<file path="src/rtl/cc_bus_ctrl.sv">
// cc_bus_ctrl: MSI coherence bus controller between two data caches and one single-ported RAM.
// Optional CC_ARB_RR_EN selects round-robin arbitration; otherwise core 0 wins ties.
module cc_bus_ctrl #(
   parameter int NCORE    = 2,
   parameter int BLKWORDS = 2
) (
   input  logic                   CLK,
   input  logic                   nRST,
   input  logic [NCORE-1:0]       dREN,
   input  logic [NCORE-1:0]       dWEN,
   input  logic [NCORE-1:0][31:0] daddr,
   input  logic [NCORE-1:0][31:0] dstore,
   input  logic [NCORE-1:0]       cctrans,
   input  logic [NCORE-1:0]       ccwrite,
   output logic [NCORE-1:0]       dwait,
   output logic [NCORE-1:0][31:0] dload,
   output logic [NCORE-1:0]       ccwait,
   output logic [NCORE-1:0]       ccinv,
   output logic [NCORE-1:0][31:0] ccsnoopaddr,
   output logic                   ramREN,
   output logic                   ramWEN,
   output logic [31:0]            ramaddr,
   output logic [31:0]            ramstore,
   input  logic [31:0]            ramload,
   input  logic [1:0]             ramstate
);

   localparam int            CW        = (BLKWORDS > 1) ? $clog2(BLKWORDS) : 1;
   localparam logic [CW-1:0] LAST_WORD = CW'(BLKWORDS - 1);
   localparam logic [1:0]    RAM_ACCESS = 2'd2;

   typedef enum logic [2:0] {IDLE, WB, SNOOP, C2C, RAMRD, UPG} state_t;

   state_t        state_q, state_d;
   logic          gnt_q, gnt_d;
   logic [CW-1:0] wcnt_q, wcnt_d;
`ifdef CC_ARB_RR_EN
   logic          ptr_q, ptr_d;
`endif

   logic       g, o, arb_g, done, word_step, xfer_end;
   logic [1:0] req;

   assign g    = gnt_q;
   assign o    = ~gnt_q;
   assign done = (ramstate == RAM_ACCESS);
   assign req  = cctrans | dWEN;

   always_ff @(posedge CLK or negedge nRST) begin
      if (!nRST) begin
         state_q <= IDLE;
         gnt_q   <= 1'b0;
         wcnt_q  <= '0;
`ifdef CC_ARB_RR_EN
         ptr_q   <= 1'b0;
`endif
      end else begin
         state_q <= state_d;
         gnt_q   <= gnt_d;
         wcnt_q  <= wcnt_d;
`ifdef CC_ARB_RR_EN
         ptr_q   <= ptr_d;
`endif
      end
   end

   // Tie-break: pointer (round-robin) or core 0 (fixed); a lone requester always wins.
   always_comb begin
`ifdef CC_ARB_RR_EN
      if (&req) arb_g = ptr_q;
      else      arb_g = ~req[0];
`else
      arb_g = ~req[0];
`endif
   end

   always_comb begin
      state_d     = state_q;
      gnt_d       = gnt_q;
      wcnt_d      = wcnt_q;
`ifdef CC_ARB_RR_EN
      ptr_d       = ptr_q;
`endif
      word_step   = 1'b0;
      xfer_end    = 1'b0;
      dwait       = '1;
      dload       = '0;
      ccwait      = '0;
      ccinv       = '0;
      ccsnoopaddr = '0;
      ramREN      = 1'b0;
      ramWEN      = 1'b0;
      ramaddr     = '0;
      ramstore    = '0;

      case (state_q)
         IDLE: begin
            if (|req) begin
               gnt_d   = arb_g;
               state_d = (dWEN[arb_g] & ~cctrans[arb_g]) ? WB : SNOOP;
            end
         end
         WB: begin
            ramWEN    = 1'b1;
            ramaddr   = daddr[g];
            ramstore  = dstore[g];
            dwait[g]  = ~done;
            word_step = 1'b1;
            if (!dWEN[g]) xfer_end = 1'b1;
         end
         SNOOP: begin
            ccwait[o]      = 1'b1;
            ccsnoopaddr[o] = daddr[g];
            ccinv[o]       = ccwrite[g];
            if (ccwrite[o])   state_d = C2C;
            else if (dREN[g]) state_d = RAMRD;
            else              state_d = UPG;
         end
         // Modified line in the other cache: it feeds the requester and RAM in the same beat.
         C2C: begin
            ccwait[o]      = 1'b1;
            ccsnoopaddr[o] = daddr[g];
            ramWEN         = 1'b1;
            ramaddr        = daddr[o];
            ramstore       = dstore[o];
            dload[g]       = dstore[o];
            dwait[g]       = ~done;
            dwait[o]       = ~done;
            word_step      = 1'b1;
         end
         RAMRD: begin
            ccwait[o]      = 1'b1;
            ccsnoopaddr[o] = daddr[g];
            ramREN         = 1'b1;
            ramaddr        = daddr[g];
            dload[g]       = ramload;
            dwait[g]       = ~done;
            word_step      = 1'b1;
         end
         UPG: begin
            ccwait[o]      = 1'b1;
            ccsnoopaddr[o] = daddr[g];
            xfer_end       = 1'b1;
         end
         default: state_d = IDLE;
      endcase

      if (word_step && done) begin
         if (wcnt_q == LAST_WORD) xfer_end = 1'b1;
         else                     wcnt_d   = wcnt_q + CW'(1);
      end

      if (xfer_end) begin
         state_d = IDLE;
         wcnt_d  = '0;
`ifdef CC_ARB_RR_EN
         ptr_d   = o;
`endif
      end
   end

endmodule

</file>
<file path="config.mk">
export PLATFORM = sky130hd
export DESIGN_NAME = cc_bus_ctrl
export DESIGN_NICKNAME = d
export VERILOG_FILES = /design/src/rtl/cc_bus_ctrl.sv
export SDC_FILE = /design/constraint.sdc
export NUM_CORES = 1
export LEC_CHECK = 0
export ABC_CLOCK_PERIOD_IN_PS = 2170
export BUFFER_PORTS_ARGS = -buffer_cell sky130_fd_sc_hd__buf_2
export CAP_MARGIN = 25
export CORE_AREA = 2 2 144 146
export CTS_BUF_LIST = sky130_fd_sc_hd__clkbuf_16
export DETAILED_ROUTE_END_ITERATION = 10
export DIE_AREA = 0 0 146 148
export PLACE_DENSITY_LB_ADDON = 0.08
export SYNTH_ARGS = -nofsm -noshare
export SYNTH_HDL_FRONTEND = slang
export SYNTH_SLANG_ARGS = --single-unit
</file>
<file path="constraint.sdc">
create_clock -name CLK -period 2.17 [get_ports CLK]
set_input_delay 0.651 -clock CLK [delete_from_list [all_inputs] [get_ports CLK]]
set_output_delay 0.651 -clock CLK [all_outputs]
set_load 0.03 [all_outputs]
</file>
==> flow_metrics.env <==
export IMPL_yosysWarnings=0
export IMPL_wl_met3_mm=1.33
export IMPL_r2r_slack_ns=0.33
export IMPL_required_ns=1.52
export IMPL_skew_ns=0.00106
export IMPL_die_y_um=148
export IMPL_antenna_cells=0
export IMPL_grt_ovfl_total=0
export IMPL_clockPowerShare_pct=1.6
export IMPL_p_per_area_nw_per_um2=2040
export IMPL_cts_tree="built"
export IMPL_io_pins=372
export IMPL_initial_core_util_pct=15.5
export IMPL_min_path_type="in2async"
export IMPL_max_clock_freq_mhz=411
export IMPL_multiInputGateArea_um2=4320
export IMPL_clk_transition_reported_paths_ns=0.03
export IMPL_critPathKind="reg2out"
export IMPL_leakage_nw=3.91
export IMPL_finalSetupViolations=197
export IMPL_cts_made_buffers=3
export IMPL_p_int_mw=7.93
export IMPL_clockRootBuffer="clkbuf_16"
export IMPL_p_switching_mw=9.94
export IMPL_status="finished with violations"
export IMPL_maxCapViolations=0
export IMPL_antenna_found_initial=0
export IMPL_finalCritPeriodShare_pct=112
export IMPL_grt_pass1_wl_mm=32.0
export IMPL_syn_to_final_growth_pct=182
export IMPL_die_w_um=146
export IMPL_wl_met1_mm=8.49
export IMPL_synth_seq_cells=5
export IMPL_gp_congestion=0.811
export IMPL_ctsHoldBuffers=0
export IMPL_synth_ff_type="dfrtp_1"
export IMPL_p_comb_share_pct=97.1
export IMPL_clock_path_buffers=2
export IMPL_mostFrequentLayoutCell="buf_2"
export IMPL_nNetsFinal=1099
export IMPL_vias_per_cell=4.82
export IMPL_final_cell_mix="buf_2, buf_6, nand2_1"
export IMPL_n_fill_cell=1998
export IMPL_drtIter0Drc=221
export IMPL_dr_pass1_iters=5
export IMPL_synth_edf_count=0
export IMPL_slew_viol_final=0
export IMPL_die_area_um2=21600
export IMPL_dp_hpwl_mm=15.4
export IMPL_clock_sinks=5
export IMPL_layout_drive_gt1_share_pct=76.1
export IMPL_drc=0
export IMPL_swShare_pct=55.6
export IMPL_layout_setup_ws_ns=-0.260
export IMPL_syn_num_nets=710
export IMPL_arrival_ns=1.78
export IMPL_regArea_um2=129
export IMPL_start_kind="register"
export IMPL_cp_max_fo=17
export IMPL_grt_max_degree=38
export IMPL_grt_pass1_vias=5817
export IMPL_top_layer_used="met4"
export IMPL_grt_usage_pct=18.0
export IMPL_async_flop_share_pct=100
export IMPL_failed_checks="setup timing"
export IMPL_slew_headroom_pct=74.7
export IMPL_port_buffers=371
export IMPL_whs_ns=0.251
export IMPL_final_core_util_pct=43.7
export IMPL_wire_per_inst_um=17.8
export IMPL_met2_length_mm=11.2
export IMPL_synth_cell_types=33
export IMPL_num_rows=52
export IMPL_core_area_um2=20000
export IMPL_htreeDepth=1
export IMPL_fin_crit_ns=2.43
export IMPL_hold_violations=0
export IMPL_synth_cells=538
export IMPL_worst_slew_pin_slew_ns=0.379
export IMPL_postRouteAntennaNets=0
export IMPL_synthesis_area_um2=3100
export IMPL_drt_total_wl_mm=21.3
export IMPL_peakVddDrop_uv=842
export IMPL_clock_latency_ns=0.22
export IMPL_crit_path_end_kind="output pin"
export IMPL_avgSynthCellArea_um2=5.77
export IMPL_yosysSeqAreaShare_pct=4.03
export IMPL_rsz0062_at_grt="true"
export IMPL_seqPwrFrac_pct=1.3
export IMPL_vias=5765
==> power by group through the flow <==
stage	sequential (mW)	clock, mW	combinational, mW
floorplan	0.173	0	9.00
global placement	0.217	0	13.0
detailed placement	0.217	0	12.9
CTS	0.225	0.300	16.3
global route	0.234	0.303	18.3
finish	0.224	0.294	17.4
==> cells in the mapped netlist (all sizes together), types with 2 or more instances <==
library cell	instances	area share, %
nor2	2	0.24
mux2i	33	11
inv	3	0.36
nand2	165	20
and3	32	6.5
nor2b	3	0.61
and2	32	6.5
and3b	2	0.56
a32oi	64	18
xor2	2	0.81
a211o	2	0.56
nand2b	4	0.81
nor3	3	0.48
a21oi	100	16
buf	24	4.1
dfrtp	5	4.0
clkbuf	41	5.0
o211a	2	0.65
o21ai	8	1.3
==> critical path, cell delays in order, from the launching register on <==
cell	delay, ns
dfrtp_1	0.39
and3b_4	0.40
buf_12	0.17
buf_12	0.15
nand2_1	0.07
a21oi_2	0.20
buf_6	0.16
==> path summary, 6_finish.rpt <==
kind	start	end	cells past startpoint
hold reg to reg	wcnt_q	wcnt_q	2
max in group asynchronous	nRST	g	1
setup reg to reg	state_q[0]	state_q[0]	7
min in group CLK	wcnt_q	wcnt_q	2
setup / recovery	state_q[2]	dload[41]	6
hold / removal	nRST	state_q[1]	1
==> cell type report <==
| class | count | share of cell area [%] |
|---|---|---|
| Tap cell | 270 | 3.86 |
| Timing Repair Buffer | 448 | 44.1 |
| Multi-Input combinational cell | 465 | 49.3 |
| Clock buffer | 3 | 0.858 |
| Inverter | 4 | 0.372 |
| Clock inverter | 1 | 0.0429 |
| Sequential cell | 5 | 1.47 |
==> kinds of logic after synthesis <==
logic type	after synthesis	share of synthesized area, %
AO/OA/AOI/OAI	180	37.7
XOR/XNOR	3	1.09
buffers and inverters	69	9.56
flip-flops	5	4.03
multiplexers	34	11.0
AND/OR/NAND/NOR	247	36.6
==> sequential cells by signal (all words and copies together) (netlist names) <==
signal and count:
state_q 3, g 1, wcnt_q 1
==> metal layers <==
layer / GRT usage, % / up-vias
li1: - / 2748
met1: 21.7 / 2738
met2: 34.4 / 263
met3: 2.62 / 16
met4: 3.06 / 0
met5: 0 / -
==> metrics by stage <==
step                      setup WS, ns  instances  setup TNS (ns)  total power [mW]  instance area [um^2]
after floorplan                 -0.234        538          -11.70              9.17                  4010
after global placement          -0.170       1166           -4.06              13.2                  6620
after detailed placement        -0.184       1166           -5.41              13.1                  6620
after CTS                       -0.261       1188          -37.59              16.8                  8010
after global routing            -0.311       1196          -48.56              18.8                  8750
final                           -0.260       1196          -34.46              17.9                  8750
==> repair_timing <==
item,CTS,global route
setup endpoints to repair,199,199
pin swaps,16,72
resized for setup,339,169
setup buffers,11,6
gates cloned,8,3
(Power assumes the default switching activity.)
